## src/rtl/axis_pcie_tx_arb.sv

```systemverilog
`default_nettype none
// ============================================================================
//  Module   : axis_pcie_tx_arb
//  Purpose  : Merges several AXI-S PCIe TLP sources onto one TX channel.
//             Round-robin grant at packet boundaries, grant held to eop,
//             interrupt requests metered against host-returned credits,
//             registered output stage.
//  Revision : 1.0 - initial release
// ============================================================================
module axis_pcie_tx_arb #(
  parameter int NUM_SRC             = 3,
  parameter int MAX_IRQ_OUTSTANDING = 4
) (
  input  logic                                       clk,
  input  logic                                       reset,
  input  logic [NUM_SRC-1:0]                         src_tvalid,
  output logic [NUM_SRC-1:0]                         src_tready,
  input  logic [NUM_SRC*128-1:0]                     src_hdr,
  input  logic [NUM_SRC*256-1:0]                     src_payload,
  input  logic [NUM_SRC-1:0]                         src_sop,
  input  logic [NUM_SRC-1:0]                         src_eop,
  input  logic [NUM_SRC-1:0]                         src_afu_irq,
  input  logic [NUM_SRC*8-1:0]                       src_irq_id,
  output logic                                       tx_tvalid,
  input  logic                                       tx_tready,
  output logic [127:0]                               tx_hdr,
  output logic [255:0]                               tx_payload,
  output logic                                       tx_sop,
  output logic                                       tx_eop,
  output logic                                       tx_afu_irq,
  output logic [7:0]                                 tx_irq_id,
  input  logic                                       irq_rsp_tvalid,
  output logic [$clog2(MAX_IRQ_OUTSTANDING+1)-1:0]   irq_outstanding,
  output logic                                       err_no_sop,
  output logic                                       err_irq_underflow
);

  localparam int IDX_W = (NUM_SRC > 1) ? $clog2(NUM_SRC) : 1;
  localparam int CNT_W = $clog2(MAX_IRQ_OUTSTANDING + 1);
  localparam logic [CNT_W-1:0] CNT_MAX = CNT_W'(MAX_IRQ_OUTSTANDING);

  localparam logic [0:0] ST_IDLE   = 1'b0;
  localparam logic [0:0] ST_LOCKED = 1'b1;

  // Arbitration state
  logic [0:0]       state_q, state_d;
  logic [IDX_W-1:0] owner_q, owner_d;
  logic [IDX_W-1:0] rr_ptr_q, rr_ptr_d;

  // Credit counter and sticky errors
  logic [CNT_W-1:0] irq_cnt_q, irq_cnt_d;
  logic             err_no_sop_q, err_no_sop_d;
  logic             err_uf_q, err_uf_d;

  // Output register
  logic             tx_tvalid_q, tx_tvalid_d;
  logic [127:0]     tx_hdr_q, tx_hdr_d;
  logic [255:0]     tx_payload_q, tx_payload_d;
  logic             tx_sop_q, tx_sop_d;
  logic             tx_eop_q, tx_eop_d;
  logic             tx_afu_irq_q, tx_afu_irq_d;
  logic [7:0]       tx_irq_id_q, tx_irq_id_d;

  // Combinational arbitration signals
  logic [NUM_SRC-1:0] eligible;
  logic [NUM_SRC-1:0] orphan;
  logic               irq_cnt_full;
  logic               win_found;
  logic [IDX_W-1:0]   win_idx;
  logic [IDX_W:0]     cand;
  logic               grant_vld;
  logic [IDX_W-1:0]   grant_idx;
  logic               drop_vld;
  logic [IDX_W-1:0]   drop_idx;
  logic               out_ready;
  logic               fwd_accept;
  logic               irq_inc;

  assign irq_cnt_full = (irq_cnt_q == CNT_MAX);
  assign out_ready    = !tx_tvalid_q || tx_tready;

  for (genvar g = 0; g < NUM_SRC; g++) begin : g_src
    // A sop beat may start a packet unless it is an interrupt with no credit left
    assign eligible[g]   = src_tvalid[g] && src_sop[g] && !(src_afu_irq[g] && irq_cnt_full);
    assign orphan[g]     = src_tvalid[g] && !src_sop[g];
    // Ready is held low while reset is asserted so no beat is taken during reset
    assign src_tready[g] = !reset &&
                           ((grant_vld && (grant_idx == IDX_W'(g)) && out_ready) ||
                            (drop_vld  && (drop_idx  == IDX_W'(g))));
  end

  // Round-robin search for the first eligible source at or after rr_ptr
  always_comb begin
    win_found = 1'b0;
    win_idx   = '0;
    cand      = '0;
    for (int k = 0; k < NUM_SRC; k++) begin
      cand = {1'b0, rr_ptr_q} + (IDX_W+1)'(k);
      if (cand >= (IDX_W+1)'(NUM_SRC)) begin
        cand = cand - (IDX_W+1)'(NUM_SRC);
      end
      if (!win_found && eligible[cand[IDX_W-1:0]]) begin
        win_found = 1'b1;
        win_idx   = cand[IDX_W-1:0];
      end
    end
  end

  // Grant selection: owner while locked, RR winner when idle, else drop the lowest orphan beat
  always_comb begin
    grant_vld = 1'b0;
    grant_idx = owner_q;
    drop_vld  = 1'b0;
    drop_idx  = '0;
    if (state_q == ST_LOCKED) begin
      grant_vld = 1'b1;
    end else if (win_found) begin
      grant_vld = 1'b1;
      grant_idx = win_idx;
    end else begin
      for (int i = NUM_SRC - 1; i >= 0; i--) begin
        if (orphan[i]) begin
          drop_vld = 1'b1;
          drop_idx = IDX_W'(i);
        end
      end
    end
  end

  assign fwd_accept = grant_vld && out_ready && src_tvalid[grant_idx];
  assign irq_inc    = fwd_accept && (state_q == ST_IDLE) && src_afu_irq[grant_idx];

  // Packet-lock FSM and round-robin pointer advance
  always_comb begin
    state_d  = state_q;
    owner_d  = owner_q;
    rr_ptr_d = rr_ptr_q;
    if (fwd_accept) begin
      if (state_q == ST_IDLE) begin
        rr_ptr_d = (32'(grant_idx) == NUM_SRC - 1) ? '0 : grant_idx + 1'b1;
      end
      if (src_eop[grant_idx]) begin
        state_d = ST_IDLE;
      end else begin
        state_d = ST_LOCKED;
        owner_d = grant_idx;
      end
    end
  end

  // Interrupt credit tracking; a simultaneous issue and response cancel out
  always_comb begin
    irq_cnt_d    = irq_cnt_q;
    err_uf_d     = err_uf_q;
    err_no_sop_d = err_no_sop_q | drop_vld;
    if (irq_inc && !irq_rsp_tvalid) begin
      irq_cnt_d = irq_cnt_q + 1'b1;
    end else if (!irq_inc && irq_rsp_tvalid) begin
      if (irq_cnt_q == '0) begin
        err_uf_d = 1'b1;
      end else begin
        irq_cnt_d = irq_cnt_q - 1'b1;
      end
    end
  end

  // Output register: load on an accepted beat, otherwise drain on tx_tready
  always_comb begin
    tx_tvalid_d  = tx_tvalid_q;
    tx_hdr_d     = tx_hdr_q;
    tx_payload_d = tx_payload_q;
    tx_sop_d     = tx_sop_q;
    tx_eop_d     = tx_eop_q;
    tx_afu_irq_d = tx_afu_irq_q;
    tx_irq_id_d  = tx_irq_id_q;
    if (fwd_accept) begin
      tx_tvalid_d  = 1'b1;
      tx_hdr_d     = src_hdr[32'(grant_idx)*128 +: 128];
      tx_payload_d = src_payload[32'(grant_idx)*256 +: 256];
      tx_sop_d     = src_sop[grant_idx];
      tx_eop_d     = src_eop[grant_idx];
      tx_afu_irq_d = src_afu_irq[grant_idx];
      tx_irq_id_d  = src_irq_id[32'(grant_idx)*8 +: 8];
    end else if (tx_tready) begin
      tx_tvalid_d  = 1'b0;
    end
  end

  // State registers with asynchronous reset
  always_ff @(posedge clk or posedge reset) begin
    if (reset) begin
      state_q      <= ST_IDLE;
      owner_q      <= '0;
      rr_ptr_q     <= '0;
      irq_cnt_q    <= '0;
      err_no_sop_q <= 1'b0;
      err_uf_q     <= 1'b0;
      tx_tvalid_q  <= 1'b0;
      tx_hdr_q     <= '0;
      tx_payload_q <= '0;
      tx_sop_q     <= 1'b0;
      tx_eop_q     <= 1'b0;
      tx_afu_irq_q <= 1'b0;
      tx_irq_id_q  <= '0;
    end else begin
      state_q      <= state_d;
      owner_q      <= owner_d;
      rr_ptr_q     <= rr_ptr_d;
      irq_cnt_q    <= irq_cnt_d;
      err_no_sop_q <= err_no_sop_d;
      err_uf_q     <= err_uf_d;
      tx_tvalid_q  <= tx_tvalid_d;
      tx_hdr_q     <= tx_hdr_d;
      tx_payload_q <= tx_payload_d;
      tx_sop_q     <= tx_sop_d;
      tx_eop_q     <= tx_eop_d;
      tx_afu_irq_q <= tx_afu_irq_d;
      tx_irq_id_q  <= tx_irq_id_d;
    end
  end

  assign tx_tvalid         = tx_tvalid_q;
  assign tx_hdr            = tx_hdr_q;
  assign tx_payload        = tx_payload_q;
  assign tx_sop            = tx_sop_q;
  assign tx_eop            = tx_eop_q;
  assign tx_afu_irq        = tx_afu_irq_q;
  assign tx_irq_id         = tx_irq_id_q;
  assign irq_outstanding   = irq_cnt_q;
  assign err_no_sop        = err_no_sop_q;
  assign err_irq_underflow = err_uf_q;

endmodule
`default_nettype wire
```

## config.mk

```make
export PLATFORM = sky130hd
export DESIGN_NAME = axis_pcie_tx_arb
export DESIGN_NICKNAME = d
export VERILOG_FILES = /design/src/rtl/axis_pcie_tx_arb.sv
export SDC_FILE = /design/constraint.sdc
export NUM_CORES = 1
export LEC_CHECK = 0
export CORE_AREA = 8 8 616 618
export DETAILED_ROUTE_END_ITERATION = 7
export DIE_AREA = 0 0 624 626
export GPL_TIMING_DRIVEN = 0
export PLACE_DENSITY = 0.35
export SLEW_MARGIN = 0
export SYNTH_ARGS = -nofsm -noshare
export SYNTH_HDL_FRONTEND = slang
export SYNTH_SLANG_ARGS = --single-unit
export TNS_END_PERCENT = 100
```

## constraint.sdc

```tcl
create_clock -name clk -period 25.8 [get_ports clk]
set_input_delay 2.58 -clock clk [delete_from_list [all_inputs] [get_ports clk]]
set_output_delay 2.58 -clock clk [all_outputs]
set_load 0.02 [all_outputs]
```

==> results of run 1 <==
==> synth_stat cells (2+ instances only) <==
cell type  number
dfrtp_1       406
nand2_1       403
o21ai_1       397
a22oi_1       393
mux2_1        306
mux2_2         88
clkbuf_1       80
buf_2          78
buf_1          40
buf_6          15
nor2_1         14
inv_1          12
buf_4           8
a21oi_1         6
o21ai_0         6
nor3_1          5
a21o_1          4
ha_1            4
nand3_1         4
or2_1           3
a2111oi_2       2
a31oi_1         2
a31oi_2         2
nand2b_1        2
o32ai_1         2
or2_2           2
or3_1           2
==> cell usage in the layout (no fill, tap or decap), drive strengths merged, types with 3 or more instances in the layout <==
master / netlist / final
a21oi: 7 / 7
diode: 0 / 23
inv: 12 / 15
clkinv: 0 / 11
a22oi: 393 / 393
nor3: 5 / 5
a31oi: 4 / 4
o21ai: 403 / 403
mux2: 394 / 394
bufinv: 0 / 5
ha: 4 / 4
nand3: 4 / 4
nor2: 14 / 14
buf: 141 / 150
or2: 5 / 5
a21o: 4 / 4
dfrtp: 406 / 406
nand2: 403 / 403
clkdlybuf4s50: 0 / 1595
clkbuf: 80 / 160
a2111oi: 3 / 3
==> power by group <==
group	total, uW	switching [uW]	internal [uW]
sequential	1150	203	944
clock	842	352	490
combinational	4660	3260	1390
==> worst max path at each step <==
stage	startpoint	endpoint	slack, ps
final	src_tvalid[1]	src_tready[2]	16250
after global routing	src_tvalid[1]	src_tready[1]	15890
after CTS	src_tvalid[1]	src_tready[1]	15980
after detailed placement	src_tvalid[1]	src_tready[1]	16000
after global placement	reset	tx_payload[189]	4880
after floorplan	reset	err_irq_underflow	11930
==> metrics by stage <==
step | total power [uW] | hold WS [ps] | std cells | util, % | worst slack [ps]
after floorplan | 3001 | 475.3 | 2321 | - | 11930
after global placement | 5971 | 472.0 | 8888 | 12.19 | 4878
after detailed placement | 6010 | 474.6 | 8897 | 12.24 | 16000
after CTS | 6904 | 486.7 | 8998 | 12.77 | 15980
after global routing | 7077 | 511.0 | 9012 | 12.77 | 15890
final | 6645 | 482.6 | 9021 | 12.78 | 16250
==> sequential cells by signal, summed over array words and instances, names as in the netlist <==
| signal | cells |
|---|---|
| tx_irq_id | 8 |
| tx_tvalid | 1 |
| tx_hdr | 128 |
| tx_sop | 1 |
| tx_afu_irq | 1 |
| owner_q | 2 |
| err_no_sop | 1 |
| rr_ptr_q | 2 |
| state_q | 1 |
| tx_eop | 1 |
| err_irq_underflow | 1 |
| irq_outstanding | 3 |
| tx_payload | 256 |
==> area by class of cell <==
class / count / area share, %
clock buffer: 80 / 3.453
clock inverter: 21 / 0.6293
multi-input combinational: 1682 / 24.70
tap: 4972 / 13.15
buffer: 221 / 2.277
antenna: 23 / 0.1216
timing repair buffer: 1604 / 34.09
inverter: 12 / 0.1111
sequential: 406 / 21.47
==> worst min-delay path, cell delays in order (launching register included) <==
cell,delay [ps]
dfrtp_1,340
nand2_1,50
o21ai_1,60
==> metal layers <==
metal | track usage, % | part of all wire (%)
met4 | 3.607 | 2.8
met3 | 6.541 | 11
met5 | 0 | 0.077
met1 | 15.59 | 37
met2 | 25.70 | 50
==> kinds of logic (layout without fill, tap and decap cells) <==
family	Yosys count	after routing	synth area share, %
AND/OR/NAND/NOR	446	446	7.852
adder cells (fa/ha/maj)	5	5	0.3054
AO/OA/AOI/OAI	835	835	23.29
other	0	23	0
multiplexers	395	395	19.38
buffers and inverters	233	1938	4.858
flip-flops	406	406	44.27
XOR/XNOR	1	1	0.03817
==> results.md, run 1 <==
Route:
- The count of unresolved DRC violations after routing is 0.
- The remaining number of nets flagged by the antenna check after routing is 0.
- The detailed router placed 27580 vias in this run.
- Dividing the detail-routed via count by the number of cells gives 3.057.
- The routed wire length is 297300 um.
- The first routing iteration left 1825 violations.
- For this run, the detailed router's first-pass iteration total came to 5.
- After detailed routing, the average wire length per cell comes to 32.96 um.

Worst setup path:
- The depth of the worst register-to-register path is 12.
- The reg-to-reg setup timing slack is 20750 ps.
- The signal on the critical path passes through clkdlybuf4s50_1, nand2_1, o22ai_2, a21o_1, a31oi_2, nor4_2, buf_4, buf_4, buf_2, nand2_1, a21oi_1, clkdlybuf4s50_1.
- The critical path is of the input port to output pin type.
- On the worst path, the slowest cell contributes a delay of 760 ps.
- The family with the most delay on the worst path is buffers and inverters.
- For the worst setup path, the data required time is 23220 ps.
- The kind of end point of the critical path is an output pin.
- The startpoint identified for the worst register-to-register timing path is rr_ptr_q[0].
- Counting buffers and inverters, the worst setup path is 12 cells deep.
- The buffers plus inverters on the worst setup path is 5.
- In this run the worst path has a maximum fanout of 10.
- The worst register-to-register path ends at tx_irq_id[7].
- Among all stages on the critical path, the largest delay is contributed by clkdlybuf4s50_1.
- The endpoint arrival time on the critical path is 6970 ps.
- The kind of start point of the critical path is an input port.

Placed design:
- Buffers placed on the I/O ports in this run total 1595.
- The HPWL after detailed placement is 269300 um.
- The placer congestion estimate is 0.9187.
- The standard cell area after detailed placement is 45330 um^2.

Power:
- For this design the static power due to leakage is 0.01704 uW.
- The power density over the cells is 140.4 nW/um^2.
- Across the VDD grid, the largest voltage drop is 0.06526 mV.

STA:
- The final setup violation count is 0.
- The max-slew violation count is 0.
- Setup repair after global routing left no endpoint under its margin.
- Headroom to the max-slew limit came out at 15.97%.
- The count of final hold-check violations is 0.
- Setup total negative slack on the finished layout was measured at 0 ps.
- The highest achievable clock rate is 104.7 MHz.
- The actual slew at the worst max-slew pin is 1261 ps.
- The worst setup skew after layout is 43.72 ps.
- The fraction of the cycle the final worst path needs is 37.03%.
- For the finished layout, the period the worst path requires is 9554 ps.

Clocking:
- Post-CTS repair changed the size of 0 cells.
- The clock latency at the later pin of the worst-skew pair is 740 ps.
- The CTS tree is built.
- The number of clock buffers inserted by TritonCTS is 58.
- The count of hold buffers inserted by post-cts repair is 0.
- The clock passes through at most 3 buffers.
- The clock transition at the registers of the reported paths is 50 ps.
- Clock tree synthesis found a total of 406 sinks.
- The number of buffers inserted by post-CTS setup repair is 0.
- The H-tree generated during clock tree synthesis spans 2 levels.
- The tree is rooted in a clkbuf_16.

Global routing:
- The maximum number of pins on one net before global-route repair is 118.
- The initial antenna violation count is 116.
- The first-pass GRT wire length is 362100 um.
- After global routing the overflow that remains totals 0.
- Across every metal layer, demand over resource in global routing totals 14.46%.
- The number of global-route vias before repair is 29070.

Min path:
- The depth of the worst hold-timing path is 2.
- The end of the worst hold path is tx_payload[54].
- The class of the tightest hold or removal check is flip-flop to flip-flop.
- The startpoint identified for the worst hold timing path is tx_payload[54].

Yosys:
- Of the post-synthesis cell area, the dominant cell type holds 44.27%.
- The netlist uses 62 different library cells.
- The number of flops mapped to enable cells by yosys is 0.
- Counting every net in the synthesized netlist gives 3518.
- The async set or reset register ratio after synthesis is 100.0%.
- The number of instances in the synthesized netlist is 2321.
- Sorting the synthesized cells by area gives the leading types as dfrtp_1, mux2_1, a22oi_1.
- The prevailing post-synth register cell is dfrtp_1.
- The post-synthesis register bit count is 406.
- In this run the mean area of a mapped cell was 9.887 um^2.
- The proportion of synthesized chip area in sequential cells is 44.27%.
- The Yosys step of the flow raised 0 warnings.
- The cell type with the largest total area after synthesis is dfrtp_1.
- The synthesized netlist occupies a cell area of 22950 um^2.

Finish:
- The area occupied by multi-input gates is 11690 um^2.
- Once layout is done, the placed cells without fillers occupy 47320 um^2.
- The number of fill cells is 42190.
- The final layout contains 5182 nets.
- The area overhead of the layout relative to synthesis is 106.2%.
- The post-route netlist has 7.923% of its cells at a drive strength greater than 1.
- In the final layout, flip-flops and latches occupy 10160 um^2.

Floorplan:
- From left edge to right edge, the die measures 624 um.
- After floorplanning, the core was divided into 224 placement rows.
- Once the floorplan was initialized, standard cells occupied 6.198% of the core.
- The total area inside the core boundary comes to 370200 um^2.
- The floorplan step set the die height to 626 um.
- The number of I/O pins is 1596.
- The die covers 390600 um^2.

Outcome:
- The run finished with clean final reports.

Run:
- Across the run, the number of max-cap violations was 0.
Note: power is estimated with default switching activity, not from simulation.
==> inputs of run 2 (changes only) <==
Settings changed: CORE_AREA 8 8 616 618 to 8 8 622 624, DIE_AREA 0 0 624 626 to 0 0 630 632, PLACE_DENSITY 0.35 to 0.34.
Clock period 25.8 ns to 9.8 ns, I/O delays scaled along.
==> run 2 against run 1 <==
Clock power grew to 3.0 times the previous value; critical path type unchanged; final area grew 1.6%; first-iteration DRC count shrank 15%; critical endpoint is now src_tready[0]; count of clock-buffer cells in the layout shrank 5; highest routed layer unchanged; via count is essentially flat; sequential power grew to 2.6 times the previous value; clock skew grew 4.7 ps.
==> results.md, run 2 (synthesis gave the netlist of run 1 again) <==
Worst setup path:
- The kind of end point of the critical path is an output pin.
- The depth of the worst register-to-register path came to 11 (-1).
- STA classifies the critical path startpoint as an input port.
- The required time at the endpoint of the critical path came to 8820 ps (-14400 ps).
- The reg-to-reg setup timing slack is 4560 ps (-16190 ps).
- By startpoint and endpoint, the worst setup path is classified as input port to output pin.
- The peak fanout along the critical path is 10 (unchanged).
- The endpoint arrival time on the critical path was 5520 ps (-1450 ps).

Global routing:
- The initial antenna violation count came to 98 (-16%).
- The first-pass GRT wire length is 363200 um (+0.28%).
- The total track usage is 14.15% (-0.32 points).
- The total global routing overflow is 0 (unchanged).
- The number of global-route vias before repair was 29650 (+2.0%).
- The maximum number of pins on one net before global-route repair is 38 (-68%).

Min path:
- The path class of the tightest hold or removal check is flip-flop to flip-flop.
- The depth of the worst hold-timing path is 1 (-1).

Power:
- The power share of the sequential group is 16.8% (-0.5 points).
- The total net switching power is 10140 uW (+170%).
- The worst IR drop on VDD is 0.1591 mV (+140%).
- The power density over the cells was 373.2 nW/um^2 (+170%).
- The internal cell power came to 7803 uW (+180%).
- The leakage power summed over all cells is 0.01733 uW (+1.7%).
- The switching share of power is 56.50% (-0.97 points).
- The power share of the combinational group is 69.1% (-1.0 points).
- The clock power share is 14.1% (+1.4 points).
- The total design power was 17940 uW (+170%).

Placed design:
- The placer congestion estimate is 0.9227 (+0.44%).
- The number of buffers added on ports is 1595 (unchanged).
- The HPWL after detailed placement is 268500 um (-0.29%).
- The count of placed standard cells including taps is 8957 (+0.67%).

Route:
- The count of unresolved DRC violations after routing is 0 (unchanged).
- The via count of the routed design is 27600 (+0.065%).
- The average wire per standard cell is 32.53 um (-1.3%).
- The remaining number of nets flagged by the antenna check after routing is 0 (unchanged).
- The routed wire length is 295900 um (-0.46%).
- The detailed-routing iteration count for the pre-antenna-repair pass was 5 (unchanged).
- The ratio of routed vias to standard cells was 3.034 (-0.77%).
- The number of violations reported at the end of detailed-routing iteration 0 is 1557 (-15%).

Finish:
- The flip-flop count of the largest register after layout was 256 (unchanged).
- The area occupied by multi-input gates is 11720 um^2 (+0.30%).
- The library cells used most frequently in the layout, excluding fill and tap cells, are clkdlybuf4s50_1, dfrtp_1, nand2_1, o21ai_1, a22oi_1.
- The library cell used most frequently in the layout, excluding fill and tap cells, is clkdlybuf4s50_1.
- Relative to the synthesized area, the layout overhead comes to 109.5%.
- The non-filler instance count after layout came to 9097 (+0.84%).
- The share of post-route cells with drive strength above 1 is 8.858% (+0.93 points).
- The number of fill cells is 43180 (+2.3%).
- The flip-flop and latch area is 10160 um^2 (unchanged).
- The net count reported at finish is 5199 (+0.33%).

Clocking:
- The clock latency at the later pin of the worst-skew pair is 700 ps (-40 ps).
- TritonCTS built the clock tree.
- The worst-case clock buffer depth is 3 (unchanged).
- The buffer cell driving the clock tree root is clkbuf_16.
- The number of buffers inserted by post-CTS setup repair was 0 (unchanged).
- The clock transition at the registers of the reported paths is 50 ps (about the same).
- The number of clock buffers inserted by TritonCTS was 59 (+1.7%).
- The number of sinks on the clock net was 406 (unchanged).
- The number of H-tree branching levels is 2 (unchanged).
- The post-cts resize count is 0 (unchanged).
- The count of hold buffers inserted by post-cts repair is 0 (unchanged).

STA:
- Setup repair after global routing left no endpoint under its margin.
- The count of final hold-check violations is 0 (unchanged).
- The worst setup skew after layout is 48.39 ps (+4.676 ps).
- After layout, the minimum clock period comes to 6496 ps.
- The final setup violation count is 0 (unchanged).
- For this run, the top clock speed supported by timing is 153.9 MHz.
- The tightest slew margin relative to the limit was 9.182% (-6.8 points).
- The actual slew at the worst max-slew pin is 1362 ps (+101.8 ps).
- The max-slew violation count was 0 (unchanged).
- The fraction of the cycle the final worst path needs is 66.29%.

Floorplan:
- The number of I/O pins is 1596 (unchanged).
- The die outline width is 630 um (+0.96%).
- The die boundary height was 632 um (+0.96%).
- The die area is 398200 um^2 (+1.9%).
- The number of placement rows came to 226 (+0.89%).
- The placeable core region was 377200 um^2 (+1.9%).
- The initial cell density of the core is 6.083% (-0.11 points).

Run:
- The number of maximum-capacitance constraint violations is 0 (unchanged).

Outcome:
- The flow ran to the end, and the final reports show no timing, DRC or antenna violations.
run 2: final timing paths:
kind                              endpoint           from
min in group asynchronous       err_no_sop          reset
min reg2reg                     err_no_sop     err_no_sop
max reg2reg                tx_payload[214]    rr_ptr_q[0]
max in group asynchronous  tx_payload[176]          reset
min                             err_no_sop     err_no_sop
max                          src_tready[0]  src_tvalid[1]
run 2: power groups by stage:
stage | Sequential (uW) | Combinational (uW) | Clock (uW)
after floorplan | 3770 | 4130 | 0
after global placement | 3030 | 12700 | 0
after detailed placement | 3040 | 12900 | 0
after CTS | 3030 | 13000 | 2640
after global routing | 3110 | 13300 | 2680
final | 3010 | 12400 | 2530
run 2: final cells by class:
class	count	area share [%]
Antenna cell	28	0.1458
Inverter	12	0.1015
Timing Repair Buffer	1620	34.19
Clock buffer	75	3.449
Multi-Input combinational cell	1682	24.39
Clock inverter	37	1.301
Tap cell	5016	13.06
Buffer	221	2.238
Sequential cell	406	21.13
run 2: through the flow:
stage	hold WS, ps	utilization, %	setup WS, ps	cell area [um^2]	TNS (ps)
after floorplan	475.3	-	3350	22950	0
after CTS	478.6	12.73	3262	48000	0
after global routing	503.1	12.73	3117	48020	0
final	477.9	12.74	3304	48070	0
after global placement	459.9	11.98	-1012	45190	-264070
after detailed placement	469.0	12.12	3277	45720	0
run 2: critical path: stages:
cell	delay, ps
clkdlybuf4s50_1	640
nand2_1	190
or2_1	310
a2111o_1	300
a31oi_1	370
or2_2	180
buf_2	140
buf_2	400
clkbuf_1	690
a32oi_1	200
nor2_1	350
clkdlybuf4s50_1	750
run 2: routing by layer:
layer / vias up / share of wire [%] / track usage (%)
met1: 14080 / 38 / 15.66
met3: 228 / 8.9 / 5.277
met2: 1306 / 51 / 26.13
met4: 20 / 1.9 / 2.185
li1: 11960 / - / -
met5: - / 0.045 / 0
